===== src/rtl/lcd_timing_gen.sv =====
// Raster timing generator for an RGB LCD: registered HSYNC/VSYNC/DE, pixel
// coordinates and line/frame strobes, all decoded from one (h_cnt, v_cnt) pair.
module lcd_timing_gen #(
  parameter int H_ACTIVE        = 480,
  parameter int H_FP            = 8,
  parameter int H_SYNC          = 4,
  parameter int H_BP            = 43,
  parameter int V_ACTIVE        = 272,
  parameter int V_FP            = 8,
  parameter int V_SYNC          = 4,
  parameter int V_BP            = 12,
  parameter int SYNC_ACTIVE_LOW = 1,
  localparam int H_TOTAL = H_ACTIVE + H_FP + H_SYNC + H_BP,
  localparam int V_TOTAL = V_ACTIVE + V_FP + V_SYNC + V_BP,
  localparam int XW      = $clog2(H_TOTAL),
  localparam int YW      = $clog2(V_TOTAL)
) (
  input  logic          i_clk,
  input  logic          i_rst,
  input  logic          i_en,
  output logic          o_hsync,
  output logic          o_vsync,
  output logic          o_de,
  output logic [XW-1:0] o_x,
  output logic [YW-1:0] o_y,
  output logic          o_line_start,
  output logic          o_frame_start
);

  localparam logic [XW-1:0] H_LAST = XW'(H_TOTAL - 1);
  localparam logic [XW-1:0] H_ACT  = XW'(H_ACTIVE);
  localparam logic [XW-1:0] HS_BEG = XW'(H_ACTIVE + H_FP);
  localparam logic [XW-1:0] HS_END = XW'(H_ACTIVE + H_FP + H_SYNC - 1);
  localparam logic [YW-1:0] V_LAST = YW'(V_TOTAL - 1);
  localparam logic [YW-1:0] V_ACT  = YW'(V_ACTIVE);
  localparam logic [YW-1:0] VS_BEG = YW'(V_ACTIVE + V_FP);
  localparam logic [YW-1:0] VS_END = YW'(V_ACTIVE + V_FP + V_SYNC - 1);
  localparam logic          SYNC_IDLE = (SYNC_ACTIVE_LOW != 0);

  logic [XW-1:0] h_cnt;
  logic [YW-1:0] v_cnt;
  logic          h_wrap, v_wrap, hs_on, vs_on, de_on, at_h0, at_v0;

  always_comb begin
    h_wrap = (h_cnt == H_LAST);
    v_wrap = (v_cnt == V_LAST);
    hs_on  = (h_cnt >= HS_BEG) && (h_cnt <= HS_END);
    vs_on  = (v_cnt >= VS_BEG) && (v_cnt <= VS_END);
    de_on  = (h_cnt < H_ACT) && (v_cnt < V_ACT);
    at_h0  = (h_cnt == '0);
    at_v0  = (v_cnt == '0);
  end

  // Outputs capture the decode of the current position before the counters move,
  // so every output refers to the same pixel.
  always_ff @(posedge i_clk) begin
    if (i_rst) begin
      h_cnt         <= '0;
      v_cnt         <= '0;
      o_x           <= '0;
      o_y           <= '0;
      o_de          <= 1'b0;
      o_hsync       <= SYNC_IDLE;
      o_vsync       <= SYNC_IDLE;
      o_line_start  <= 1'b0;
      o_frame_start <= 1'b0;
    end else if (i_en) begin
      o_x           <= h_cnt;
      o_y           <= v_cnt;
      o_de          <= de_on;
      o_hsync       <= hs_on ? ~SYNC_IDLE : SYNC_IDLE;
      o_vsync       <= vs_on ? ~SYNC_IDLE : SYNC_IDLE;
      o_line_start  <= at_h0;
      o_frame_start <= at_h0 && at_v0;
      if (h_wrap) begin
        h_cnt <= '0;
        v_cnt <= v_wrap ? '0 : v_cnt + 1'b1;
      end else begin
        h_cnt <= h_cnt + 1'b1;
      end
    end else begin
      o_line_start  <= 1'b0;
      o_frame_start <= 1'b0;
    end
  end

endmodule


===== config.mk =====
export PLATFORM = sky130hd
export DESIGN_NAME = lcd_timing_gen
export DESIGN_NICKNAME = d
export VERILOG_FILES = /design/src/rtl/lcd_timing_gen.sv
export SDC_FILE = /design/constraint.sdc
export NUM_CORES = 1
export LEC_CHECK = 0
export CORE_MARGIN = 3
export CORE_UTILIZATION = 50
export CTS_BUF_LIST = sky130_fd_sc_hd__clkbuf_16
export CTS_CLUSTER_SIZE = 10
export DETAILED_ROUTE_END_ITERATION = 6
export PLACE_DENSITY = 0.84
export SYNTH_ARGS = -nofsm -noshare
export SYNTH_HDL_FRONTEND = slang
export SYNTH_SLANG_ARGS = --single-unit

===== constraint.sdc =====
create_clock -name i_clk -period 2.3 [get_ports i_clk]
set_clock_uncertainty 0.15 [all_clocks]
set_input_delay 0.23 -clock i_clk [delete_from_list [all_inputs] [get_ports i_clk]]
set_output_delay 0.23 -clock i_clk [all_outputs]
set_load 0.03 [all_outputs]

==> results.toml, run 1 <==
[route]
drt_first_pass_iters = 4
remaining_drc_errors = 0
routed-via-count = 1528
drtIter0Drc = 132
wirelength_um = 3950
antenna_left = 0
viasPerCell = 5.52
routedWlPerCell_um = 14.3

[clock_tree]
cts_setup_buffers = 0
cts-root-buf = "clkbuf_16"
insertion_delay_ns = 0.28
clock_path_buffers = 2
cts-htree-levels = 2
numCtsBuffers = 5
cts_resized = 0
cts.sinks = 43
cts_tree = "done"
ctsHoldBuffers = 0
clkTransAtPathRegs_ns = 0.06

[logic_synthesis]
syn_inst = 203
synth_top_area_share_pct = 44.9
synth_edf_count = 0
synthDistinctLibCells = 39
syn_area_mm2 = 0.00192
synth_top_area_cell = "dfxtp_1"
synth.area.top_cells = "dfxtp_1 (45%), mux2i_1 (10%), nor2_1 (6.9%), xnor2_1 (3.7%), ha_1 (3.3%)"
ys_ff_latch = 43
synth-seq-area-share_pct = 44.9
yosysWarnings = 0
synth_ff_type = "dfxtp_1"
synth_area_per_cell_um2 = 9.44
synth_fp_nets = 211
async_flop_share_pct = 0

[worst_setup_path]
path_class = "flip-flop to flip-flop"
cpLargestDelayFamily = "simple AND/OR/NAND/NOR gates"
cp_max_fo = 8
r2r_start = "h_cnt[5]"
r2r-end = "h_cnt[9]"
worstPathRequired_ns = 2.31
crit_slowest_cell = "or4_1"
reg2reg_setup_slack_ns = 0.20
max_stage_delay_ns = 0.55
cp_num_buf_inv = 0
crit_path_end_kind = "flip-flop"
ff2ff_path_depth = 4
start_kind = "flip-flop"
path_cells = "or4_1 -> or3_1 -> nand2b_1 -> nor2_1"
cp.arrival_ns = 2.11

[die]
io_pins = 27
core_mm2 = 0.00352
die_x_um = 67.9
dieArea_mm2 = 0.00461
rows = 21
die_y_um = 67.9
initial_utilization_pct = 54.4

[final_layout]
nets = 238
fillers = 283
stdcell_count = 277
drive_above_1_share_pct = 10.4
area_delta_synth_final_pct = 26.3
diodes = 0
final_cell_mix = "dfxtp_1 (43), nor2_1 (35), clkdlybuf4s50_1 (26)"
final_common_cell = "dfxtp_1"

[timing]
period_share_pct = 91.4
hold_violations = 0
tns_ns = 0
worst_slew_pin_slew_ns = 0.392
fin_crit_ns = 2.10
setup_viol = 0
maxSlewViolCount = 0
grt_setup_unrepaired = "no"
slew_headroom_pct = 73.5
fmax_mhz = 476

[min_path]
min-delay-start = "o_de"
whs_path_depth = 2
hp-class = "flip-flop to flip-flop"
hold_end = "o_de"

[power]
power.density_mw_per_mm2 = 724
leakagePower_nw = 0.907
ir_worst_vdd_uv = 871

[global_route]
overflow = 0
track_usage_pct = 19.8
grt_first_pass_wirelength_um = 6840
grt_max_degree = 22
antenna_found_initial = 0
grt_pass1_vias = 1428

[placed_design]
gp_congestion = 0.906
port_buffers = 26
dp.cells = 269
hpwl_um = 2740

[flow_run]
max_cap_viol_count = 0

[status]
outcome = "complete, no violations"
[sequential cells by signal, summed over array words and instances (netlist names)]
register,count
v_cnt,9
o_line_start,1
o_x,10
o_y,9
h_cnt,10
o_hsync,1
o_frame_start,1
o_vsync,1
o_de,1
[metrics by stage]
| step | hold WS, ns | setup slack, ns | utilization, % | total power [W] | area (um^2) |
|---|---|---|---|---|---|
| 6_report | 0.335 | 0.197 | 68.7 | 0.00175 | 2420 |
| 5_1_grt | 0.357 | 0.0617 | 68.7 | 0.00180 | 2420 |
| 4_1_cts | 0.341 | 0.199 | 68.7 | 0.00177 | 2420 |
| 3_5_place_dp | 0.332 | 0.206 | 63.3 | 0.000862 | 2230 |
| 3_3_place_gp | 0.310 | 0.290 | 63.3 | 0.000860 | 2230 |
| 2_1_floorplan | 0.253 | 0.273 | - | 0.000833 | 1920 |
[power by group]
part	internal, W	switching, W	total, W
Sequential	0.000753	0.00000678	0.000760
Clock	0.000621	0.000285	0.000906
Combinational	0.0000359	0.0000495	0.0000854
[synth_stat cells (2+ instances only)]
| cell | n |
|---|---|
| nor3_1 | 6 |
| a21oi_2 | 2 |
| clkbuf_1 | 7 |
| buf_1 | 3 |
| xnor2_1 | 8 |
| nor2b_1 | 2 |
| nor4_1 | 4 |
| a21oi_1 | 6 |
| a31o_2 | 2 |
| mux2i_1 | 20 |
| xor2_1 | 3 |
| ha_1 | 5 |
| and3_1 | 2 |
| nand2_1 | 7 |
| nand4_1 | 7 |
| nand2b_1 | 5 |
| nor2_1 | 35 |
| nand3b_1 | 3 |
| dfxtp_1 | 43 |
| inv_1 | 8 |
| o311ai_0 | 2 |
| nand3_1 | 4 |
| or4_1 | 2 |
| buf_2 | 2 |
[metal layers]
metal | share of wire, % | routed length [um] | up-vias | GRT usage (%)
met3 | 5.5 | 217 | 6 | 5.75
met2 | 46 | 1830 | 51 | 29.8
met5 | 0 | 0 | - | 0
met4 | 1.3 | 51 | 0 | 6.95
met1 | 47 | 1860 | 716 | 27.1
li1 | - | - | 755 | -
[how the worst max path moves through the flow]
stage                   from  endpoint  slack, ns  depth (start not counted)
floorplan           h_cnt[5]  v_cnt[5]       0.27                          6
global placement    h_cnt[5]  h_cnt[6]       0.29                          4
detailed placement  h_cnt[5]  h_cnt[9]       0.21                          4
CTS                 h_cnt[5]  h_cnt[9]       0.20                          4
global route        h_cnt[5]  h_cnt[9]       0.06                          4
finish              h_cnt[5]  h_cnt[9]       0.20                          4
[worst reg2reg max path, delay by kind of cell (launching register included)]
kind / cells / cell delay (ns)
flip-flops: 1 / 0.36
AND/OR/NAND/NOR: 4 / 1.47
[cell type report]
class                   count  area [um^2]  share of cell area (%)
well taps                  46         57.6                    2.38
repair buffers             33          313                    12.9
inverters                   8         30.0                    1.24
clock buffers               5          125                    5.17
flip-flops and latches     43          861                    35.6
multi-input cells         139          966                    39.9
clock inverters             3         67.6                    2.79
[kinds of logic after synthesis]
| family | synth area share [%] |
|---|---|
| simple gates | 23.4 |
| compound gates | 8.30 |
| fa+ha+maj | 3.27 |
| buf+inv | 4.64 |
| xor+xnor | 5.03 |
| mux | 10.5 |
| flops | 44.9 |
(Power assumes the default switching activity.)
==> run 2: changes to the inputs <==
--- a/config.mk
+++ b/config.mk
@@ -5,9 +5,9 @@
 export SDC_FILE = /design/constraint.sdc
 export NUM_CORES = 1
 export LEC_CHECK = 0
-export CORE_MARGIN = 3
+export CORE_MARGIN = 2
 export CORE_UTILIZATION = 50
-export CTS_BUF_LIST = sky130_fd_sc_hd__clkbuf_16
+export CTS_BUF_LIST = sky130_fd_sc_hd__clkbuf_8
 export CTS_CLUSTER_SIZE = 10
 export DETAILED_ROUTE_END_ITERATION = 6
 export PLACE_DENSITY = 0.84
==> results.toml, run 2 (synthesis results as in run 1) <==
[status]
outcome = "complete, no violations"

[worst_setup_path]
r2r-end = "h_cnt[3]"
cp.arrival_ns = 2.08
max_stage_delay_ns = 0.55
cp.depth = 4
path_cells = "or4_1 -> or3_1 -> nand2b_1 -> nor2_1"
start_kind = "flip-flop"
crit_slowest_cell = "or4_1"
path_class = "flip-flop to flip-flop"
cp_max_fo = 8
endpoint = "h_cnt[3]"
r2r_start = "h_cnt[5]"
startpoint = "h_cnt[5]"
worstPathRequired_ns = 2.33
cpLargestDelayFamily = "simple AND/OR/NAND/NOR gates"
ff2ff_path_depth = 4
crit_path_end_kind = "flip-flop"
reg2reg_setup_slack_ns = 0.25
cp_num_buf_inv = 0

[global_route]
grt_pass1_vias = 1387
grt_first_pass_wirelength_um = 6670
overflow = 0
track_usage_pct = 20.2
antenna_found_initial = 0
grt_max_degree = 25

[timing]
finalWorstSetupSlack_ns = 0.246
grt_setup_unrepaired = "no"
period_share_pct = 89.3
fmax_mhz = 487
worst_slew_pin_slew_ns = 0.409
hold_violations = 0
maxSlewViolCount = 0
setup_viol = 0
fin_crit_ns = 2.05
slew_headroom_pct = 72.3
tns_ns = 0

[route]
viasPerCell = 5.35
m1WireLength_um = 1820
antenna_left = 0
routedWlPerCell_um = 13.5
remaining_drc_errors = 0
wirelength_um = 3760
drt_first_pass_iters = 4
wl_met2_um = 1670
routed-via-count = 1492
routed-wl-met3_um = 202
drtIter0Drc = 45
highest_layer = "met4"

[final_layout]
final_common_cell = "dfxtp_1"
diodes = 0
final_cell_mix = "dfxtp_1 (43), nor2_1 (35), clkdlybuf4s50_1 (26)"
drive_above_1_share_pct = 9.96
nets = 238
fillers = 303
area_delta_synth_final_pct = 21.6
top_regs = "h_cnt (10), o_x (10)"

[placed_design]
hpwl_um = 2640
pre_cts_slack_ns = 0.251
gp_congestion = 0.814
port_buffers = 26

[clock_tree]
clkTransAtPathRegs_ns = 0.08
insertion_delay_ns = 0.30
cts-root-buf = "clkbuf_8"
cts-htree-levels = 2
cts.sinks = 43
ctsHoldBuffers = 0
numCtsBuffers = 5
cts_setup_buffers = 0
clock_path_buffers = 2
cts_tree = "done"
cts_resized = 0

[die]
die_y_um = 65.9
dieArea_mm2 = 0.00434
rows = 22
io_pins = 27
initial_utilization_pct = 52.3
core_mm2 = 0.00366
die_x_um = 65.9

[min_path]
hp-class = "flip-flop to flip-flop"

[power]
ir_worst_vdd_uv = 381
power.density_mw_per_mm2 = 585
leakagePower_nw = 0.872

[flow_run]
max_cap_viol_count = 0
run 2: final cells by class:
| class | instances | area (um^2) | share of cell area [%] |
|---|---|---|---|
| sequential | 43 | 861 | 36.9 |
| timing repair buffer | 33 | 313 | 13.4 |
| clock inverter | 1 | 3.75 | 0.161 |
| tap | 48 | 60.1 | 2.58 |
| multi-input combinational | 139 | 966 | 41.5 |
| inverter | 8 | 30.0 | 1.29 |
| clock buffer | 7 | 96.3 | 4.14 |
run 2: where the power goes:
group           total, W  switching, W  internal [W]
combinational  0.0000842     0.0000483     0.0000359
sequential      0.000759    0.00000671      0.000752
clock           0.000521      0.000251      0.000270
run 2: worst min-delay path by stage:
stage / from / to / depth (start not counted)
after floorplan: i_rst / o_line_start / 2
after global placement: o_de / o_de / 2
after detailed placement: o_de / o_de / 2
after CTS: o_de / o_de / 2
after global routing: o_de / o_de / 2
final: o_de / o_de / 2
run 2: per-stage QoR:
step           instance area [um^2]  hold WS [ns]  cells  total power, W  utilization [%]
2_1_floorplan                  1920         0.253    203        0.000833                -
3_3_place_gp                   2230         0.305    271        0.000861             60.9
3_5_place_dp                   2230         0.312    271        0.000862             60.9
4_1_cts                        2330         0.322    279         0.00137             63.6
5_1_grt                        2330         0.359    279         0.00141             63.6
6_report                       2330         0.322    279         0.00136             63.6
run 2: worst reg2reg max path, cell delays in order, from the launching register on:
cell,delay [ns]
dfxtp_1,0.36
or4_1,0.55
or3_1,0.48
nand2b_1,0.31
nor2_1,0.09
run 2: per-layer routing:
| layer | vias up | track usage [%] |
|---|---|---|
| li1 | 753 | - |
| met2 | 36 | 29.7 |
| met3 | 6 | 5.96 |
| met4 | 0 | 9.38 |
| met1 | 697 | 27.1 |
| met5 | - | 0 |
==> run 3: changes to the inputs <==
--- a/config.mk
+++ b/config.mk
@@ -11,6 +11,7 @@
 export CTS_CLUSTER_SIZE = 10
 export DETAILED_ROUTE_END_ITERATION = 6
 export PLACE_DENSITY = 0.84
+export SKIP_LAST_GASP = 1
 export SYNTH_ARGS = -nofsm -noshare
 export SYNTH_HDL_FRONTEND = slang
 export SYNTH_SLANG_ARGS = --single-unit
==> constraint.sdc (replaced) <==
create_clock -name i_clk -period 2.35 [get_ports i_clk]
set_clock_uncertainty 0.15 [all_clocks]
set_input_delay 0.235 -clock i_clk [delete_from_list [all_inputs] [get_ports i_clk]]
set_output_delay 0.235 -clock i_clk [all_outputs]
set_load 0.03 [all_outputs]
==> results.toml, run 3 (synthesis results as in run 1) <==
[clock_tree]
cts-htree-levels = 2
clock_path_buffers = 2
cts.sinks = 43
cts_tree = "done"
cts_setup_buffers = 0
ctsHoldBuffers = 0
cts_resized = 0
insertion_delay_ns = 0.30
cts-root-buf = "clkbuf_8"
numCtsBuffers = 5
clkTransAtPathRegs_ns = 0.07

[power]
ir_worst_vdd_uv = 451
power.density_mw_per_mm2 = 553
leakagePower_nw = 0.857
power.total_w = 0.00128

[final_layout]
final_cell_mix = "dfxtp_1 (43), nor2_1 (35), clkdlybuf4s50_1 (26)"
area_delta_synth_final_pct = 20.4
stdcell_count = 278
diodes = 0
drive_above_1_share_pct = 9.57
top_regs = "h_cnt (10), o_x (10)"
nets = 237
fillers = 303
register_area_um2 = 861
final_common_cell = "dfxtp_1"
multi_input_area_um2 = 966

[worst_setup_path]
ff2ff_path_depth = 4
cp_max_fo = 8
reg2reg_setup_slack_ns = 0.26
crit_path_end_kind = "flip-flop"
start_kind = "flip-flop"
startpoint = "h_cnt[5]"
worstPathRequired_ns = 2.38
cp.arrival_ns = 2.12
r2r_start = "h_cnt[5]"
path_class = "flip-flop to flip-flop"
r2r-end = "h_cnt[3]"

[timing]
hold_violations = 0
fin_hold_ws_ns = 0.322
worst_slew_pin_slew_ns = 0.471
grt_setup_unrepaired = "no"
fmax_mhz = 478
slew_headroom_pct = 68.2
maxSlewViolCount = 0
period_share_pct = 89.1
setup_viol = 0
tns_ns = 0
fin_crit_ns = 2.09

[min_path]
hp-class = "flip-flop to flip-flop"
min-delay-start = "o_de"
whs_path_depth = 2
hold_end = "o_de"

[placed_design]
port_buffers = 26
dp.cells = 270
hpwl_um = 2720
gp_congestion = 0.819

[die]
core_mm2 = 0.00366
dieArea_mm2 = 0.00434
die_y_um = 65.9
rows = 22
initial_utilization_pct = 52.3
die_x_um = 65.9
io_pins = 27

[status]
outcome = "complete, no violations"

[global_route]
overflow = 0
grt_pass1_vias = 1401
antenna_found_initial = 0
grt_first_pass_wirelength_um = 6380
grt_max_degree = 26
track_usage_pct = 19.7

[route]
routed-via-count = 1528
drt_first_pass_iters = 4
antenna_left = 0
drtIter0Drc = 88
wirelength_um = 3750
remaining_drc_errors = 0
routedWlPerCell_um = 13.5
viasPerCell = 5.50

[flow_run]
max_cap_viol_count = 0
-- run 3: worst max path at each step --
stage and end:
3_5_place_dp h_cnt[3], 6_report h_cnt[3], 5_1_grt h_cnt[4], 2_1_floorplan v_cnt[5], 4_1_cts h_cnt[3], 3_3_place_gp h_cnt[7]
-- run 3: cell type report --
type / count / area share [%]
inverter: 8 / 1.30
clock buffer: 5 / 2.98
tap: 48 / 2.60
multi-input combinational: 139 / 41.9
clock inverter: 3 / 0.705
sequential: 43 / 37.3
timing repair buffer: 32 / 13.2
-- run 3: critical path: stages (launching register included) --
cell and delay (ns):
dfxtp_1 0.36, or4_1 0.55, or3_1 0.49, nand2b_1 0.33, nor2_1 0.09
-- run 3: per-layer routing --
layer,track usage [%],vias up,share of wire [%]
met5,0,-,0
met4,11.5,0,3.6
met3,5.11,11,4.9
met2,28.3,46,45
met1,26.6,719,47
li1,-,752,-
-- run 3: metrics by stage --
stage	worst slack, ns	area, um^2	utilization (%)
after floorplan	0.323	1920	-
after global placement	0.335	2220	60.7
after detailed placement	0.271	2220	60.7
after CTS	0.261	2310	63.0
after global routing	0.182	2310	63.0
final	0.256	2310	63.0
-- run 3: power by group --
group	switching (W)	leakage (nW)	total, W	internal [W]
sequential	0.00000681	0.348	0.000743	0.000736
clock	0.000248	0.0453	0.000451	0.000203
combinational	0.0000476	0.464	0.0000817	0.0000341
total	0.000302	0.857	0.00128	0.000973
